File: config.mk
export PLATFORM = sky130hd
export DESIGN_NAME = instr_fetch_ctrl
export DESIGN_NICKNAME = d
export VERILOG_FILES = /design/src/rtl/instr_fetch_ctrl.sv
export SDC_FILE = /design/constraint.sdc
export NUM_CORES = 1
export LEC_CHECK = 0
export ABC_AREA = 1
export BUFFER_PORTS_ARGS = -buffer_cell sky130_fd_sc_hd__buf_2
export CORE_AREA = 5 5 156 98
export CTS_BUF_LIST = sky130_fd_sc_hd__clkbuf_2
export CTS_CLUSTER_SIZE = 8
export DETAILED_ROUTE_END_ITERATION = 10
export DIE_AREA = 0 0 161 103
export PLACE_DENSITY_LB_ADDON = 0.1
export RECOVER_POWER = 50
export REMOVE_ABC_BUFFERS = 1
export SETUP_SLACK_MARGIN = 0.02
export SYNTH_ARGS = -nofsm -noshare
export SYNTH_HDL_FRONTEND = slang
export SYNTH_SLANG_ARGS = --single-unit
export TNS_END_PERCENT = 10
File: constraint.sdc
create_clock -name clk -period 1.95 [get_ports clk]
set_clock_uncertainty 0.1 [all_clocks]
set_input_delay 0.0975 -clock clk [delete_from_list [all_inputs] [get_ports clk]]
set_output_delay 0.0975 -clock clk [all_outputs]
set_load 0.005 [all_outputs]
File: src/rtl/instr_fetch_ctrl.sv
// Instruction fetch sequencer: owns the fetch PC, captures ROM words into a 2-entry skid buffer,
// and handles redirects with a flush. Optional range checking is compiled in with FETCH_RANGE_CHECK_EN.
module instr_fetch_ctrl #(
    parameter int                    ADDR_WIDTH   = 32,
    parameter int                    DATA_WIDTH   = 32,
    parameter logic [ADDR_WIDTH-1:0] RESET_VECTOR = 32'hBFC00000,
    parameter logic [ADDR_WIDTH-1:0] ROM_BYTES    = 32'h1000
) (
    input  logic                  clk,
    input  logic                  rst,
    output logic [ADDR_WIDTH-1:0] mem_addr,
    input  logic [DATA_WIDTH-1:0] mem_instr,
    input  logic                  redirect_valid,
    input  logic [ADDR_WIDTH-1:0] redirect_pc,
    output logic                  dec_valid,
    input  logic                  dec_ready,
    output logic [DATA_WIDTH-1:0] dec_instr,
    output logic [ADDR_WIDTH-1:0] dec_pc,
    output logic                  fault,
    output logic [1:0]            dbg_state
);
    // Decode handshake: an entry transfers on any rising edge where dec_valid && dec_ready;
    // dec_valid and the payload hold until that transfer or a redirect flush.
    typedef enum logic [1:0] {ST_BOOT = 2'd0, ST_RUN = 2'd1, ST_FAULT = 2'd2} state_t;

    state_t                  state_q, state_d;
    logic [ADDR_WIDTH-1:0]   fpc_q, fpc_d;
    logic [1:0]              count_q, count_d;
    logic                    head_q, head_d;
    logic                    tail_q, tail_d;
    logic [ADDR_WIDTH-1:0]   buf_pc_q    [2];
    logic [ADDR_WIDTH-1:0]   buf_pc_d    [2];
    logic [DATA_WIDTH-1:0]   buf_instr_q [2];
    logic [DATA_WIDTH-1:0]   buf_instr_d [2];

    logic                    deq;
    logic                    capture;
    logic                    fetch_ok;
    logic                    redir_ok;
    logic [ADDR_WIDTH-1:0]   redir_tgt;

    assign redir_tgt = {redirect_pc[ADDR_WIDTH-1:2], 2'b00};
    assign deq       = (count_q != 2'd0) && dec_ready;

`ifdef FETCH_RANGE_CHECK_EN
    // Offset compare keeps the window check correct even if the window touches the top of memory.
    logic [ADDR_WIDTH-1:0] fpc_off, redir_off;
    assign fpc_off   = fpc_q - RESET_VECTOR;
    assign redir_off = redir_tgt - RESET_VECTOR;
    assign fetch_ok  = (fpc_off < ROM_BYTES);
    assign redir_ok  = (redirect_pc[1:0] == 2'b00) && (redir_off < ROM_BYTES);
`else
    assign fetch_ok  = 1'b1;
    assign redir_ok  = 1'b1;
`endif

    // State register
    always_ff @(posedge clk) begin
        if (rst) state_q <= ST_BOOT;
        else     state_q <= state_d;
    end

    // Next-state logic; a redirect wins over everything except reset
    always_comb begin
        state_d = state_q;
        if (redirect_valid) begin
            state_d = redir_ok ? ST_RUN : ST_FAULT;
        end else begin
            case (state_q)
                ST_BOOT:  state_d = ST_RUN;
                ST_RUN:   state_d = fetch_ok ? ST_RUN : ST_FAULT;
                ST_FAULT: state_d = ST_FAULT;
                default:  state_d = ST_BOOT;
            endcase
        end
    end

    // Output logic
    always_comb begin
        mem_addr  = fpc_q;
        dec_valid = (count_q != 2'd0);
        dec_pc    = buf_pc_q[head_q];
        dec_instr = buf_instr_q[head_q];
        dbg_state = state_q;
`ifdef FETCH_RANGE_CHECK_EN
        fault     = (state_q == ST_FAULT);
`else
        fault     = 1'b0;
`endif
    end

    // Buffer and fetch PC datapath
    always_comb begin
        capture     = (state_q == ST_RUN) && !redirect_valid && fetch_ok &&
                      ((count_q != 2'd2) || deq);
        fpc_d       = fpc_q;
        count_d     = count_q + {1'b0, capture} - {1'b0, deq};
        head_d      = deq ? ~head_q : head_q;
        tail_d      = capture ? ~tail_q : tail_q;
        buf_pc_d    = buf_pc_q;
        buf_instr_d = buf_instr_q;
        if (capture) begin
            buf_pc_d[tail_q]    = fpc_q;
            buf_instr_d[tail_q] = mem_instr;
            fpc_d               = fpc_q + ADDR_WIDTH'(4);
        end
        if (redirect_valid) begin
            fpc_d   = redir_tgt;
            count_d = 2'd0;
            head_d  = 1'b0;
            tail_d  = 1'b0;
        end
    end

    always_ff @(posedge clk) begin
        if (rst) begin
            fpc_q          <= RESET_VECTOR;
            count_q        <= 2'd0;
            head_q         <= 1'b0;
            tail_q         <= 1'b0;
            buf_pc_q[0]    <= '0;
            buf_pc_q[1]    <= '0;
            buf_instr_q[0] <= '0;
            buf_instr_q[1] <= '0;
        end else begin
            fpc_q          <= fpc_d;
            count_q        <= count_d;
            head_q         <= head_d;
            tail_q         <= tail_d;
            buf_pc_q[0]    <= buf_pc_d[0];
            buf_pc_q[1]    <= buf_pc_d[1];
            buf_instr_q[0] <= buf_instr_d[0];
            buf_instr_q[1] <= buf_instr_d[1];
        end
    end
endmodule

==> flow_summary_export.csv, run 1 <==
group,metric,value,unit
logic_synthesis,synth_fa_ha_area_share,0.511,%
global_route,grt_max_degree,77,
floorplan,io_pins,168,
floorplan,dieHeight,103,um
final_layout,layout-drive-gt1-share,20.3,%
logic_synthesis,syn-cell-area,7350,sq um
clocking,cts_buffers,17,
critical_path,crit_start,"head_q",
power,pwr-share-comb,16.6,%
sta,fin_crit_sh,104,%
route,first_pass_iters,5,
critical_path,r2r_start,"dbg_state[1]",
clocking,clk_pin_slew_worst_paths,250,ps
sta,maxSlewViolCount,0,
clocking,clock_latency,730,ps
sta,hold_ws,31.2,ps
critical_path,r2r_cells,8,
route,wire_per_inst,14.2,um
sta,rsz0062_at_grt,"yes",
final_layout,utilization,69.0,%
clocking,htreeDepth,4,
outcome,status,"complete, but fails checks",
sta,hold_viol,0,
route,wl,21400,um
power,clkPwrFrac,27.0,%
clocking,clk_path_buf_depth,2,
logic_synthesis,synth.mux.area_fraction,0,%
sta,fmax,493,MHz
critical_path,cp.required,1750,ps
outcome,failed_checks,"setup timing",
placement,port_buffers,160,
logic_synthesis,synthSimpleGateAreaFrac,21.1,%
logic_synthesis,synth_compound_area_share,22.0,%
route,post-route-drc-count,0,
power,power_frac_seq,56.4,%
critical_path,critPathCaptureType,"output port",
final_layout,diodes,0,
critical_path,cp_max_fo,7,
global_route,grt_pass1_wl,34300,um
final_layout,final_common_cell,"nand2_1",
critical_path,crit_arrival,1830,ps
clocking,cts_root_buffer,"clkbuf_2",
logic_synthesis,synth_top_family_by_area,"compound AO/OA/AOI/OAI gates",
hold_path,worstHoldPathType,"primary input to register",
floorplan,initial_core_util,52.7,%
logic_synthesis,synth-seq-cells,160,
global_route,gr-usage-all-layers,25.4,%
critical_path,crit_path_start_kind,"register",
global_route,overflow,0,
floorplan,die-area,16600,sq um
critical_path,critical_path_class,"register to output port",
clocking,clock_sinks,160,
sta,setup_viol,37,
sta,period_minus_slack,2030,ps
power,leakage,0.00415,uW
final_layout,layout_common_cells,"nand2_1 (298), dfxtp_1 (158), buf_2 (157)",
sta,maxSlewHeadroom,53.8,%
critical_path,cp-endpoint,"dec_instr[10]",
route,drt-initial-drc-count,689,
final_layout,stdcell_area,9630,sq um
power,p_sw,1970,uW
route,vias,7556,
power,p_int,4280,uW
global_route,grt_antenna_before_repair,0,
final_layout,nNetsFinal,1380,
hold_path,hp-start,"mem_instr[16]",
logic_synthesis,synth_xor_area_share,1.79,%
final_layout,area_growth,31.0,%
logic_synthesis,yosysWarningCount,0,
placement,place_congestion,0.870,
logic_synthesis,ys_seq_area_share,43.6,%
power,switching_share,31.5,%
power,ir_drop,0.397,mV
floorplan,core,14000,sq um
critical_path,r2r_slack,120,ps
logic_synthesis,avgSynthCellArea,6.88,sq um
sta,timing.setup.tns,-832,ps
power,power_density,649,nW/um^2
route,drtAntennaViolNets,0,
logic_synthesis,syn_inst,1069,
sta,tightestPinTransition,694,ps
floorplan,die_w,161,um
critical_path,r2r-end,"buf_instr_q[58]",
placement,hpwl,13500,um
logic_synthesis,yosysUniqueCellTypes,34,
placement,placed_area,8380,sq um
floorplan,rows,34,
global_route,grt_pass1_vias,6903,
final_layout,fillers,1259,
clocking,cts_tree,"done",
sta,setup_ws,-80.3,ps
run,drv_cap,0,
route,viasPerCell,5.03,
worst min-delay path by stage:
stage | to | slack [ps] | cells past startpoint
floorplan | buf_instr_q[0] | 70 | 1
global placement | mem_addr[22] | 240 | 3
detailed placement | mem_addr[22] | 240 | 3
CTS | buf_instr_q[14] | 1 | 4
global route | buf_instr_q[25] | 6 | 4
finish | buf_instr_q[16] | 30 | 4
synth_stat cells, drive strengths merged:
library cell  count  area share (%)
ha                3            0.51
conb              1           0.051
o21ai           152              10
o211ai            3            0.31
nand4             2            0.17
or2               4            0.34
clkbuf           42             2.1
clkinv            1           0.051
a31oi             4            0.34
nor3              3            0.20
nand3b            1            0.10
xnor2             3            0.36
dfxtp           160              44
xor2             12             1.4
and2              2            0.17
a21oi           153              11
inv             112             5.7
nor2             51             2.9
nand2           309              16
nand3            19             1.3
o21bai            2            0.20
buf              29             3.1
a21boi            1            0.10
through the flow:
| stage | instances | setup slack (ps) | power, uW |
|---|---|---|---|
| final | 1502 | -80.3 | 6250 |
| after global routing | 1502 | -173 | 6560 |
| after CTS | 1500 | -70.3 | 6250 |
| after detailed placement | 1376 | 162 | 4450 |
| after global placement | 1376 | 206 | 4440 |
| after floorplan | 1002 | -1120 | 4000 |
state kept, by name (all words and copies together), names as in the netlist:
register     count
buf_instr_q     64
buf_pc_q        60
count_q          2
dbg_state        2
head_q           1
mem_addr        30
tail_q           1
power groups by stage:
stage               Clock (uW)  Combinational, uW  Sequential, uW
floorplan                    0                416            3580
detailed placement           0                862            3590
finish                    1690               1040            3520
CTS                       1710               1010            3520
global placement             0                854            3580
global route              1850               1160            3550
layer usage:
layer / wire (um) / GRT usage (%) / up-vias
met5: 0 / 0 / -
met1: 10400 / 37.3 / 3355
li1: - / - / 3906
met4: 177 / 5.64 / 0
met3: 1640 / 5.55 / 19
met2: 9220 / 38.7 / 276
logic make-up after synthesis:
family / count (synthesis)
AOI/OAI and AO/OA: 315
and+or+nand+nor: 391
buffers and inverters: 184
adders and majority gates: 3
xor gates and xnor gates: 15
other: 1
DFF: 160
cell type report:
type / instances / area [sq um] / area share, %
multi-input combinational: 729 / 3420 / 35.5
sequential: 160 / 3210 / 33.3
timing repair buffer: 288 / 2140 / 22.2
inverter: 113 / 427 / 4.43
tap: 180 / 225 / 2.34
clock inverter: 15 / 129 / 1.34
clock buffer: 17 / 85.1 / 0.884
timing repair:
item | CTS | global route
endpoints found under the hold margin | 160 | 0
endpoints found under the setup margin | 62 | 106
gates cloned | 0 | 2
setup buffers | 5 | 0
gates resized for setup | 31 | 23
hold buffers | 88 | 0
pin swaps | 1 | 3
worst max-delay path, cell delays in order, from the launching register on:
cell	delay [ps]
dfxtp_4	530
buf_6	170
clkbuf_16	160
nand2_1	40
o21ai_1	80
buf_2	130
(Power assumes the default switching activity.)
==> inputs of run 2 (changes only) <==
--- a/config.mk
+++ b/config.mk
@@ -15,7 +15,6 @@
 export PLACE_DENSITY_LB_ADDON = 0.1
 export RECOVER_POWER = 50
 export REMOVE_ABC_BUFFERS = 1
-export SETUP_SLACK_MARGIN = 0.02
 export SYNTH_ARGS = -nofsm -noshare
 export SYNTH_HDL_FRONTEND = slang
 export SYNTH_SLANG_ARGS = --single-unit
==> run 2 against run 1 <==
Critical endpoint is now dec_pc[5]. Critical path depth unchanged. Worst setup slack better by 63 ps. Highest routed layer unchanged. Power about the same. Sequential share of layout area down 0.14 points. Final cell count unchanged. Utilization up 0.29 points. Design area up 0.42%. Die area unchanged. Combinational power about the same. The run still ends with setup timing left. Largest cell class unchanged.
==> flow_summary_export.csv, run 2 (synthesis gave the netlist of run 1 again) <==
group,metric,value,unit
power,clkPwrFrac,26.8,%
clocking,htreeDepth,4,
critical_path,cp-endpoint,"dec_pc[5]",
critical_path,cpMostUsedCell,"buf_8",
critical_path,critical_path_class,"register to output port",
power,power_frac_seq,56.3,%
sta,setup_ws,-17.2,ps
sta,rsz0062_at_grt,"yes",
clocking,clock_latency,730,ps
route,wl,21400,um
global_route,gr-usage-all-layers,25.4,%
route,first_pass_iters,5,
final_layout,largest_reg_flops,64,
placement,dp_cells,1376,
final_layout,instances_no_fill,1502,
clocking,clk_path_buf_depth,2,
placement,placed_area,8380,sq um
route,post-route-drc-count,0,
critical_path,r2r_start,"dbg_state[1]",
critical_path,cp_max_fo,6,
outcome,failed_checks,"setup timing",
power,power_density,647,nW/um^2
clocking,clock_sinks,160,
critical_path,path_cells,"buf_12 -> buf_8 -> buf_8 -> o21ai_1 -> buf_2",
route,wire_per_inst,14.2,um
run,drv_cap,0,
final_layout,fillers,1244,
floorplan,die-area,16600,sq um
critical_path,critPathCaptureType,"output port",
final_layout,area_growth,31.6,%
hold_path,worstHoldPathType,"primary input to register",
final_layout,top_register,"buf_instr_q",
sta,timing.setup.tns,-31.3,ps
critical_path,cp_top_family,"buffers and inverters",
placement,place_congestion,0.870,
sta,period_minus_slack,1970,ps
hold_path,hp-start,"mem_instr[19]",
power,p_int,4290,uW
outcome,status,"complete, but fails checks",
route,vias,7549,
placement,port_buffers,160,
final_layout,layout-drive-gt1-share,21.0,%
global_route,grt_max_degree,77,
sta,setup_viol,2,
clocking,cts_tree,"done",
clocking,cts_buffers,17,
sta,fin_crit_sh,101,%
critical_path,r2r-end,"buf_pc_q[16]",
sta,tightestPinTransition,689,ps
critical_path,crit_arrival,1770,ps
critical_path,crit_path_start_kind,"register",
floorplan,io_pins,168,
global_route,overflow,0,
power,ir_drop,0.371,mV
floorplan,die_w,161,um
power,leakage,0.00417,uW
floorplan,core,14000,sq um
final_layout,stdcell_area,9670,sq um
critical_path,crit_start,"head_q",
critical_path,cp.required,1750,ps
floorplan,rows,34,
final_layout,nNetsFinal,1380,
critical_path,cp_slowest_cell,"dfxtp_4",
floorplan,initial_core_util,52.7,%
final_layout,diodes,0,
global_route,grt_pass1_vias,6903,
critical_path,max_stage_delay,400,ps
power,p_sw,1960,uW
route,viasPerCell,5.03,
critical_path,r2r_slack,100,ps
critical_path,path_buf_inv,4,
floorplan,dieHeight,103,um
power,switching_share,31.4,%
sta,maxSlewViolCount,0,
global_route,grt_antenna_before_repair,0,
final_layout,final_common_cell,"nand2_1",
sta,fmax,508,MHz
final_layout,layout_common_cells,"nand2_1 (299), dfxtp_1 (158), buf_2 (157)",
route,drtAntennaViolNets,0,
global_route,grt_pass1_wl,34300,um
sta,hold_viol,0,
power,pwr-share-comb,16.9,%
sta,maxSlewHeadroom,54.1,%
route,drt-initial-drc-count,671,
clocking,cts_root_buffer,"clkbuf_2",
critical_path,r2r_cells,10,
placement,hpwl,13500,um
clocking,clk_pin_slew_worst_paths,250,ps
critical_path,cp.depth,5,
-- run 2: cell count changes in the layout (fill, tap and decap cells not counted), sizes merged --
cell,change
buf,+1
clkbuf,-1
-- run 2: worst min-delay path by stage --
stage                 endpoint  cells after the start
2_1_floorplan   buf_instr_q[0]                      1
4_1_cts        buf_instr_q[14]                      4
3_3_place_gp      mem_addr[22]                      3
6_report       buf_instr_q[19]                      4
3_5_place_dp      mem_addr[22]                      3
5_1_grt        buf_instr_q[25]                      4
-- run 2: metrics by stage --
stage	util (%)	setup WS [ps]	hold WS (ps)	total power [uW]
finish	69.3	-17.2	53.4	6250
global route	69.3	-118	5.57	6580
CTS	68.2	-70.3	1.48	6250
detailed placement	60.1	162	242	4450
global placement	60.1	206	239	4440
floorplan	-	-1120	66.6	4000
-- run 2: layer usage --
layer	global-route usage, %	routed length, um
met1	37.3	10600
met2	38.7	9080
met3	5.55	1490
met4	5.64	221
met5	0	0
-- run 2: what timing repair did --
item / in CTS / in global routing
pin swaps: 1 / 7
gates resized for setup: 31 / 67
hold buffers: 88 / 0
setup buffers: 5 / 2
endpoints found under the hold margin: 160 / 0
endpoints found under the setup margin: 62 / 89
cloned: 0 / 1
-- run 2: final cells by class --
| cell class | instances | area [sq um] | area share, % |
|---|---|---|---|
| multi-input cells | 729 | 3440 | 35.6 |
| well taps | 180 | 225 | 2.33 |
| repair buffers | 288 | 2150 | 22.3 |
| flip-flops and latches | 160 | 3210 | 33.2 |
| clock inverters | 15 | 129 | 1.33 |
| clock buffers | 17 | 85.1 | 0.880 |
| inverters | 113 | 424 | 4.39 |
-- run 2: tightest hold or removal path: cells and delay by family --
| family | cells | cell delay [ps] |
|---|---|---|
| buffers and inverters | 2 | 660 |
| AND/OR/NAND/NOR | 1 | 60 |
| AO/OA/AOI/OAI | 1 | 50 |
-- run 2: power by group through the flow --
| stage | logic (uW) | clock network, uW | registers, uW |
|---|---|---|---|
| after floorplan | 416 | 0 | 3580 |
| after global placement | 854 | 0 | 3580 |
| after detailed placement | 862 | 0 | 3590 |
| after CTS | 1010 | 1710 | 3520 |
| after global routing | 1180 | 1850 | 3550 |
| final | 1050 | 1680 | 3520 |
==> inputs of run 3 (changes only) <==
--- a/config.mk
+++ b/config.mk
@@ -5,14 +5,13 @@
 export SDC_FILE = /design/constraint.sdc
 export NUM_CORES = 1
 export LEC_CHECK = 0
-export ABC_AREA = 1
 export BUFFER_PORTS_ARGS = -buffer_cell sky130_fd_sc_hd__buf_2
-export CORE_AREA = 5 5 156 98
+export CORE_AREA = 5 5 152 96
 export CTS_BUF_LIST = sky130_fd_sc_hd__clkbuf_2
 export CTS_CLUSTER_SIZE = 8
 export DETAILED_ROUTE_END_ITERATION = 10
-export DIE_AREA = 0 0 161 103
-export PLACE_DENSITY_LB_ADDON = 0.1
+export DIE_AREA = 0 0 157 101
+export PLACE_DENSITY = 0.93
 export RECOVER_POWER = 50
 export REMOVE_ABC_BUFFERS = 1
 export SYNTH_ARGS = -nofsm -noshare
==> run 3 against run 2 <==
The run still ends with setup timing left. Routed wire length up 14%. Synthesized cell count fell by 21%. Global-route usage grew 2.3 points. Combinational power fell by 6%. Power is 2.4% lower. Register-to-register slack lost 170 ps. Sequential share of layout area down 0.11 points. Critical endpoint is now dec_instr[31].
==> flow_summary_export.csv, run 3 <==
group,metric,value,unit
clocking,htreeDepth,4,
route,drt-initial-drc-count,665,
route,vias,7280,
placement,port_buffers,160,
placement,dp_cells,1165,
sta,setup_viol,67,
critical_path,critical_path_class,"register to output port",
critical_path,r2r_slack,-70,ps
logic_synthesis,synthTopCellsByArea,"dfxtp_1 (46%), nand2_1 (15%), mux2_2 (10%)",
sta,fin_crit_sh,106,%
logic_synthesis,yosysUniqueCellTypes,51,
sta,maxSlewHeadroom,46.1,%
logic_synthesis,ys_seq_area_share,45.7,%
placement,place_congestion,0.877,
logic_synthesis,synth.most_common_cell,"nand2_1",
critical_path,crit_arrival,1870,ps
critical_path,crit_path_start_kind,"register",
critical_path,critPathCaptureType,"output port",
floorplan,die-area,15900,sq um
final_layout,multi_input_area,3640,sq um
global_route,grt_pass1_wl,35000,um
logic_synthesis,syn-cell-area,7010,sq um
sta,hold_ws,32.8,ps
route,wl,24300,um
clocking,clock_latency,710,ps
final_layout,register_area,3210,sq um
clocking,clk_pin_slew_worst_paths,300,ps
sta,tightestPinTransition,809,ps
logic_synthesis,synth_area_leader_cell,"dfxtp_1",
final_layout,top_register,"buf_instr_q",
run,drv_cap,0,
outcome,failed_checks,"setup timing",
logic_synthesis,synth_common_cells,"nand2_1 (271), dfxtp_1 (160), a21oi_1 (132)",
critical_path,cp-endpoint,"dec_instr[31]",
power,switching_share,30.4,%
logic_synthesis,ys.flop_type,"dfxtp_1",
logic_synthesis,synth-seq-cells,160,
clocking,clk_path_buf_depth,2,
clocking,post_cts.repair.setup_buffers,0,
power,pwr-share-comb,16.1,%
floorplan,core,13200,sq um
outcome,status,"complete, but fails checks",
final_layout,layout-drive-gt1-share,27.3,%
global_route,grt_max_degree,70,
route,first_pass_iters,5,
power,clkPwrFrac,26.7,%
placement,hpwl,13800,um
placement,placed_area,8160,sq um
global_route,grt_antenna_before_repair,0,
critical_path,cp.required,1750,ps
clocking,cts_buffers,17,
logic_synthesis,synthArstFlopShare,0,%
power,leakage,0.00392,uW
hold_path,worstHoldPathType,"primary input to register",
power,p_int,4250,uW
sta,hold_viol,0,
critical_path,crit_start,"head_q",
critical_path,r2r_start,"dbg_state[0]",
route,wire_per_inst,18.8,um
final_layout,area_growth,38.5,%
floorplan,io_pins,168,
global_route,gr-usage-all-layers,27.7,%
critical_path,r2r_cells,6,
floorplan,dieHeight,101,um
final_layout,fillers,934,
route,post-route-drc-count,0,
logic_synthesis,avgSynthCellArea,8.29,sq um
sta,period_minus_slack,2070,ps
final_layout,largest_reg_flops,64,
floorplan,rows,33,
route,drtAntennaViolNets,0,
power,p_sw,1860,uW
clocking,cts_tree,"done",
final_layout,instances_no_fill,1296,
global_route,grt_pass1_vias,6964,
sta,setup_ws,-117,ps
power,power_frac_seq,57.2,%
power,power_density,628,nW/um^2
sta,fmax,484,MHz
global_route,overflow,0,
final_layout,nNetsFinal,1179,
logic_synthesis,synth_edf_count,0,
floorplan,die_w,157,um
final_layout,final_common_cell,"nand2_1",
sta,maxSlewViolCount,0,
logic_synthesis,syn_inst,845,
clocking,cts_root_buffer,"clkbuf_2",
clocking,clock_sinks,160,
critical_path,cp_max_fo,14,
final_layout,stdcell_area,9710,sq um
logic_synthesis,yosysWarningCount,0,
logic_synthesis,yosysTopAreaCellShare,45.7,%
final_layout,layout_common_cells,"nand2_1 (270), dfxtp_1 (156), a21oi_1 (131)",
sta,rsz0062_at_grt,"yes",
final_layout,diodes,0,
power,ir_drop,0.372,mV
critical_path,r2r-end,"buf_instr_q[53]",
route,viasPerCell,5.62,
floorplan,initial_core_util,53.2,%
## run 3: changes by cell type after synthesis, sizes merged, moves of 6 or more
cell / previous run / this run
o21ai: 152 / 2
inv: 112 / 6
mux2: 0 / 62
nand2: 309 / 272
nor2: 51 / 24
a21oi: 153 / 132
nand4: 2 / 15
a211oi: 0 / 12
nand3: 19 / 8
xnor2: 3 / 13
buf: 29 / 21
nor3: 3 / 9
o22a: 0 / 6
## run 3: critical path, stage by stage (launching register included)
cell     delay [ps]
dfxtp_4         460
buf_6           210
mux2_2          370
buf_2           140
## run 3: stage by stage
| stage | setup TNS, ps | setup slack, ps | total power, uW | util, % |
|---|---|---|---|---|
| 5_1_grt | -14130 | -235 | 6360 | 73.7 |
| 2_1_floorplan | -95260 | -854 | 3850 | - |
| 3_3_place_gp | 0 | 92.8 | 4240 | 61.9 |
| 3_5_place_dp | 0 | 19.9 | 4270 | 61.9 |
| 4_1_cts | -7570 | -158 | 5980 | 70.5 |
| 6_report | -4930 | -117 | 6100 | 73.7 |
## run 3: layout make-up
| cell class | instances | area share (%) |
|---|---|---|
| Multi-Input combinational cell | 619 | 37.5 |
| Sequential cell | 160 | 33.1 |
| Timing Repair Buffer | 304 | 24.9 |
| Tap cell | 175 | 2.26 |
| Clock inverter | 14 | 1.10 |
| Clock buffer | 18 | 0.928 |
| Inverter | 6 | 0.232 |
## run 3: cells by family (layout without fill, tap and decap cells)
| family | after synthesis | after routing | synth area share (%) |
|---|---|---|---|
| and+or+nand+nor | 359 | 359 | 22.7 |
| xor gates and xnor gates | 26 | 26 | 3.25 |
| adders and majority gates | 3 | 3 | 0.536 |
| AOI/OAI and AO/OA | 164 | 164 | 12.9 |
| muxes | 62 | 62 | 9.96 |
| buffers and inverters | 70 | 342 | 4.82 |
| DFF | 160 | 160 | 45.7 |
| other | 1 | 5 | 0.0535 |
## run 3: repair_timing
action	CTS	global route
pin swaps	0	4
hold endpoints to repair	160	7
setup endpoints to repair	64	81
hold buffers	91	7
gates resized for setup	6	84
cloned	0	1
## run 3: worst min path at each step
stage / start / slack [ps] / depth (start not counted) / to
global placement: redirect_pc[27] / 230 / 2 / mem_addr[27]
CTS: mem_instr[0] / 0.5 / 4 / buf_instr_q[32]
detailed placement: redirect_pc[27] / 230 / 2 / mem_addr[27]
global route: mem_instr[24] / -30 / 4 / buf_instr_q[24]
floorplan: rst / 60 / 1 / mem_addr[20]
finish: mem_instr[14] / 30 / 4 / buf_instr_q[14]
## run 3: layer usage
| metal | GRT usage, % | vias up | wire [um] |
|---|---|---|---|
| met3 | 6.74 | 64 | 2290 |
| met1 | 35.8 | 3433 | 9660 |
| li1 | - | 3357 | - |
| met2 | 45.3 | 426 | 11800 |
| met4 | 10.1 | 0 | 607 |
| met5 | 0 | - | 0 |
## run 3: power by group through the flow
stage / sequential (uW) / combinational (uW) / clock [uW]
2_1_floorplan: 3540 / 309 / 0
3_3_place_gp: 3530 / 707 / 0
3_5_place_dp: 3540 / 724 / 0
4_1_cts: 3480 / 869 / 1640
5_1_grt: 3500 / 1050 / 1800
6_report: 3490 / 983 / 1630
